`src/rtl/uart_rx_sampler.sv`:
```
// Oversampling UART receiver: synchronises the serial line, decides each bit by a
// 2-of-3 majority around mid-bit and reports good frames or stop-bit framing errors.
module uart_rx_sampler #(
    parameter int DATA_BITS   = 8,
    parameter int OVERSAMPLE  = 16,
    parameter int SYNC_STAGES = 2
) (
    input  logic                 clk,
    input  logic                 rst_n,
    input  logic                 rx_pin_i,
    input  logic [15:0]          baud_div_i,
    output logic [DATA_BITS-1:0] rx_data_o,
    output logic                 valid_o,
    output logic                 frame_err_o,
    output logic [2:0]           fsm_state
);

    localparam int SW = (OVERSAMPLE > 1) ? $clog2(OVERSAMPLE) : 1;
    localparam int BW = $clog2(DATA_BITS + 1);

    localparam logic [SW-1:0] TICK_A    = SW'(OVERSAMPLE / 2 - 1);
    localparam logic [SW-1:0] TICK_B    = SW'(OVERSAMPLE / 2);
    localparam logic [SW-1:0] TICK_C    = SW'(OVERSAMPLE / 2 + 1);
    localparam logic [SW-1:0] TICK_LAST = SW'(OVERSAMPLE - 1);
    localparam logic [BW-1:0] BITS_LAST = BW'(DATA_BITS);

    localparam logic [2:0] ST_IDLE      = 3'd0;
    localparam logic [2:0] ST_START     = 3'd1;
    localparam logic [2:0] ST_DATA      = 3'd2;
    localparam logic [2:0] ST_STOP      = 3'd3;
    localparam logic [2:0] ST_WAIT_HIGH = 3'd4;

    logic [SYNC_STAGES-1:0] sync_q;
    logic                   line;
    logic                   line_prev;
    logic                   fell;

    logic [15:0]            div_cnt;
    logic [15:0]            div_lim;
    logic [15:0]            div_reload;
    logic                   tick;

    logic [SW-1:0]          samp_cnt;
    logic                   samp_a;
    logic                   samp_b;
    logic                   voted;
    logic                   decide;
    logic                   wrap;

    logic [BW-1:0]          bit_cnt;
    logic [DATA_BITS-1:0]   shreg;

    logic [2:0]             state;
    logic [2:0]             state_n;
    logic                   start_frame;
    logic                   shift_en;
    logic                   load_data;
    logic                   set_ferr;

    // Synchroniser resets to the idle (high) level so reset release never fakes a start edge.
    always_ff @(posedge clk or negedge rst_n) begin
        if (!rst_n) begin
            sync_q    <= '1;
            line_prev <= 1'b1;
        end else begin
            sync_q[0] <= rx_pin_i;
            for (int i = 1; i < SYNC_STAGES; i++) begin
                sync_q[i] <= sync_q[i-1];
            end
            line_prev <= line;
        end
    end

    assign line = sync_q[SYNC_STAGES-1];
    assign fell = line_prev & ~line;

    // A divisor of zero behaves as one; the limit is only sampled at reload.
    assign div_reload = (baud_div_i == 16'd0) ? 16'd0 : baud_div_i - 16'd1;
    assign tick       = (state != ST_IDLE) && (div_cnt == div_lim);

    always_ff @(posedge clk or negedge rst_n) begin
        if (!rst_n) begin
            div_cnt <= 16'd0;
            div_lim <= 16'd0;
        end else if (start_frame) begin
            div_cnt <= 16'd0;
            div_lim <= div_reload;
        end else if (state != ST_IDLE) begin
            if (tick) begin
                div_cnt <= 16'd0;
                div_lim <= div_reload;
            end else begin
                div_cnt <= div_cnt + 16'd1;
            end
        end
    end

    assign decide = tick && (samp_cnt == TICK_C);
    assign wrap   = tick && (samp_cnt == TICK_LAST);
    // Third vote is the live line value at the decision tick.
    assign voted  = (samp_a & samp_b) | (samp_a & line) | (samp_b & line);

    always_ff @(posedge clk or negedge rst_n) begin
        if (!rst_n) begin
            samp_cnt <= '0;
            samp_a   <= 1'b0;
            samp_b   <= 1'b0;
        end else if (start_frame) begin
            samp_cnt <= '0;
        end else if (tick) begin
            samp_cnt <= (samp_cnt == TICK_LAST) ? '0 : samp_cnt + SW'(1);
            if (samp_cnt == TICK_A) samp_a <= line;
            if (samp_cnt == TICK_B) samp_b <= line;
        end
    end

    always_comb begin
        state_n     = state;
        start_frame = 1'b0;
        shift_en    = 1'b0;
        load_data   = 1'b0;
        set_ferr    = 1'b0;
        case (state)
            ST_IDLE: begin
                state_n = ST_IDLE;
            end
            ST_START: begin
                if (decide && voted) begin
                    state_n = ST_IDLE;
                end else if (wrap) begin
                    state_n = ST_DATA;
                end
            end
            ST_DATA: begin
                if (decide) begin
                    shift_en = 1'b1;
                end
                if (wrap && (bit_cnt == BITS_LAST)) begin
                    state_n = ST_STOP;
                end
            end
            ST_STOP: begin
                if (decide) begin
                    if (voted) begin
                        load_data = 1'b1;
                        state_n   = ST_IDLE;
                    end else begin
                        set_ferr  = 1'b1;
                        state_n   = ST_WAIT_HIGH;
                    end
                end
            end
            ST_WAIT_HIGH: begin
                if (line) begin
                    state_n = ST_IDLE;
                end
            end
            default: begin
                state_n = ST_IDLE;
            end
        endcase
        // Any path landing in IDLE also honours a falling edge seen in the same clock.
        if ((state_n == ST_IDLE) && fell) begin
            state_n     = ST_START;
            start_frame = 1'b1;
        end
    end

    always_ff @(posedge clk or negedge rst_n) begin
        if (!rst_n) begin
            state <= ST_IDLE;
        end else begin
            state <= state_n;
        end
    end

    always_ff @(posedge clk or negedge rst_n) begin
        if (!rst_n) begin
            bit_cnt <= '0;
            shreg   <= '0;
        end else begin
            if ((state == ST_START) && wrap) begin
                bit_cnt <= '0;
            end else if (shift_en) begin
                bit_cnt <= bit_cnt + BW'(1);
            end
            if (shift_en) begin
                shreg <= {voted, shreg[DATA_BITS-1:1]};
            end
        end
    end

    always_ff @(posedge clk or negedge rst_n) begin
        if (!rst_n) begin
            rx_data_o   <= '0;
            valid_o     <= 1'b0;
            frame_err_o <= 1'b0;
        end else begin
            valid_o     <= load_data;
            frame_err_o <= set_ferr;
            if (load_data) begin
                rx_data_o <= shreg;
            end
        end
    end

    assign fsm_state = state;

endmodule

```
`config.mk`:
```
export PLATFORM = sky130hd
export DESIGN_NAME = uart_rx_sampler
export DESIGN_NICKNAME = d
export VERILOG_FILES = /design/src/rtl/uart_rx_sampler.sv
export SDC_FILE = /design/constraint.sdc
export NUM_CORES = 1
export LEC_CHECK = 0
export BUFFER_PORTS_ARGS = -buffer_cell sky130_fd_sc_hd__buf_2
export CAP_MARGIN = 20
export CORE_MARGIN = 2
export CORE_UTILIZATION = 58
export CTS_CLUSTER_SIZE = 24
export DETAILED_ROUTE_END_ITERATION = 7
export PLACE_DENSITY = 0.81
export SLEW_MARGIN = 40
export SYNTH_ARGS = -nofsm -noshare
export SYNTH_HDL_FRONTEND = slang
export SYNTH_SLANG_ARGS = --single-unit
```
`constraint.sdc`:
```
create_clock -name clk -period 8.27 [get_ports clk]
set_clock_uncertainty 0.05 [all_clocks]
set_input_delay 2.0675 -clock clk [delete_from_list [all_inputs] [get_ports clk]]
set_output_delay 2.0675 -clock clk [all_outputs]
set_load 0.005 [all_outputs]
```
==> key figures <==
Worst setup path
  – CP max-delay cell: or4_1
  – Crit end category: flop
  – Reg2reg start: div_cnt[14]$_DFFE_PN0P_
  – Crit path kind: input pin to flop
  – CP Buf/Inv Count: 1
  – Critical Path RT: 8.46 ns
  – R2R Path End: div_lim[8]$_DFFE_PN0P_
  – CP Cell Sequence: buf_2 -> or4_1 -> nor4_1 -> nand2_1 -> nor3_1 -> mux2_2 -> mux2_2
  – Max incr delay on CP: 0.59 ns
  – Worst-path fanout max: 5
  – CP arrival: 4.24 ns
  – Setup crit start kind: input pin
  – Worst path most repeated cell: mux2_2
  – Crit path max-delay family: simple AND/OR/NAND/NOR gates
  – FF-to-FF setup slack: 4.76 ns
  – R2R depth: 8

Clock tree
  – CTS clk-pin slew, worst paths: 0.08 ns
  – Quantity of gates resized following cts: 0
  – Post-CTS Setup Inserts: 0
  – Num CTS Buffers: 9
  – Worst skew pair latency: 0.35 ns
  – Clock Root Buffer: clkbuf_8
  – H-Tree Level Count: 3
  – Clk sinks: 66
  – Hold-fix buffers, CTS: 0
  – CTS tree: done
  – Longest Clk Path Bufs: 2

Timing
  – Final Hold Vio Count: 0
  – Slew margin rel.: between 40% and 50%
  – F_max: about 0.25 GHz
  – Unrepaired setup endpoints after global routing: no
  – Min cycle time layout: 4.05 ns
  – Fin crit share: about 50%
  – Final Max Tran Viols: 0
  – Final setup margin: ~4.2 ns
  – Worst-Margin Slew: 0.867 ns
  – # setup viols final: 0
  – Final TNS setup: 0 ns

Floorplan
  – Core area: 0.00599 mm^2
  – Die Wd: approximately 83 um
  – Row cnt: 28
  – Ports: 32
  – Initial Util: 60.5%
  – Die area: slightly below 0.007 mm^2
  – Die Y: 83.0 um

Synthesis
  – Yosys cell types: 47
  – Post-synthesis cell count: about 360
  – Asr flop ratio synth: 100%
  – Share of the synthesized area in the top cell type: 43.5%
  – Synth warnings: 0
  – Avg Inst Size Synth: between 10 and 15 um^2
  – Most instantiated library cell after synthesis: dfrtp_1
  – Synth area leaders: dfrtp_1, mux2_2, xnor2_1
  – Synth Flop Type: dfrtp_1
  – Largest area contributor in the netlist: dfrtp_1
  – Syn nets: 388
  – Seq/Total Area, Yosys: 45.7%
  – Yosys reg bits: 66
  – Synthesized cell area: between 0.003 and 0.004 mm^2
  – Post-synth EDFFs: 0
  – Most frequent cells after synthesis: dfrtp_1, nor2_1, mux2_2

Global routing
  – Gr ovfl total: 0
  – Antenna violations before repair: 0
  – Number of global-route vias before repair: 2914
  – Total Routing Usage GR: 25.1%
  – First-pass GRT wire length: 14.0 mm
  – Pin count of the biggest net entering global routing: 67

Placement
  – Placer congestion estimate: 0.975
  – Port Buffers: 31
  – Placement Setup Slack: 3.87 ns
  – Post-DP HPWL: 5.67 mm

Power
  – Peak VDD IR: 0.000139 V
  – Leak: 0.00180 uW
  – Cell Pwr Density: 228 mW/mm^2

Min path
  – Worst min path class: flop to flop
  – End of the worst hold path: sync_q[1]$_DFF_PN1_
  – Hold Path Depth: 0
  – Hold Startpoint: sync_q[0]$_DFF_PN1_

Run
  – # Max-Cap Violations: 0

Route
  – Routed length per placed instance: 17.2 um
  – Detailed-route DRC error count: 0
  – Vias: 2959
  – Via density: a little over 6
  – DRC violation total after the first TritonRoute iteration: 360
  – Routed Antenna Nets: 0
  – Routed WL: between 8 and 9 mm
  – DRT Pass-1 Iters: 5

Cells and area
  – Layout cells sized above 1: 21.6%
  – Nets: 423
  – Diodes inserted: 0
  – Area growth syn-to-layout: 12.0%

Status
  – Outcome: finished clean
## placed cells by master (no fill, tap or decap), types with 12 or more instances in the layout
| cell type | synthesis | final |
|---|---|---|
| xnor2_1 | 22 | 22 |
| nand3_1 | 15 | 15 |
| dfrtp_1 | 63 | 63 |
| nor3_1 | 14 | 13 |
| nand2_1 | 22 | 22 |
| a21oi_1 | 25 | 25 |
| nor2_1 | 33 | 33 |
| buf_2 | 5 | 31 |
| or3_1 | 12 | 12 |
| o21ai_0 | 18 | 18 |
| mux2_2 | 28 | 28 |
## routing by layer
metal  wire [um]  track usage [%]  vias to the layer above
li1            -                -                     1384
met1        3530             32.3                     1438
met2        4020             40.3                      110
met3         427             5.17                       27
met4         239             12.8                        0
met5           0                0                        -
## how the worst max path moves through the flow
stage / slack, ns / cells after the start / to / from
after global routing: 4.18 / 7 / div_lim[15]$_DFFE_PN0P_ / baud_div_i[8]
after CTS: 4.25 / 7 / div_lim[15]$_DFFE_PN0P_ / baud_div_i[8]
final: 4.22 / 7 / div_lim[15]$_DFFE_PN0P_ / baud_div_i[8]
after global placement: 4.03 / 7 / div_lim[15]$_DFFE_PN0P_ / baud_div_i[8]
after floorplan: 4.19 / 6 / div_lim[13]$_DFFE_PN0P_ / baud_div_i[8]
after detailed placement: 3.87 / 7 / div_lim[15]$_DFFE_PN0P_ / baud_div_i[8]
## sequential cells by signal, indices dropped and copies added, names as in the netlist
register,flops
samp_b,1
samp_cnt,4
div_lim,16
rx_data_o,8
valid_o,1
line_prev,1
bit_cnt,4
sync_q,2
frame_err_o,1
shreg,8
fsm_state,3
samp_a,1
div_cnt,16
## where the power goes
part	total, uW	internal, uW	switching, uW
combinational	202	97.7	104
clock	288	144	144
sequential	435	377	58.2
## cell families after synthesis
group                    count (synthesis)  share of synthesized area (%)
flip-flops                              66                           45.7
AND/OR/NAND/NOR                        142                           20.8
adder cells (fa/ha/maj)                  8                           2.69
XOR/XNOR                                31                           7.91
AO/OA/AOI/OAI                           59                           9.33
multiplexers                            36                           11.1
buffers and inverters                   20                           2.45
## metrics by stage
step | hold slack (ns) | util [%] | power (uW) | std cells | instance area [um^2]
floorplan | 0.295 | - | 573 | 362 | 3620
global placement | 0.297 | 64.1 | 625 | 461 | 3840
detailed placement | 0.299 | 64.1 | 636 | 461 | 3840
CTS | 0.314 | 67.5 | 925 | 477 | 4050
global route | 0.325 | 67.7 | 971 | 477 | 4060
finish | 0.312 | 67.7 | 925 | 477 | 4060
## area by class of cell
type | count | area, um^2
Sequential cell | 66 | 1660
Tap cell | 75 | 93.8
Fill cell | 446 | 1940
Inverter | 11 | 41.3
Clock buffer | 9 | 124
Multi-Input combinational cell | 276 | 1880
Clock inverter | 7 | 83.8
Timing Repair Buffer | 33 | 174
## worst register-to-register path, cell delays in order (launching register included)
cell and delay (ns):
dfrtp_1 0.42, xnor2_1 0.29, nand4_1 0.18, or4_4 0.56, nor2_1 0.58, a21oi_1 0.34
o21ai_2 0.22, buf_4 0.35, mux2_2 0.40
Note: power is estimated with default switching activity, not from simulation.
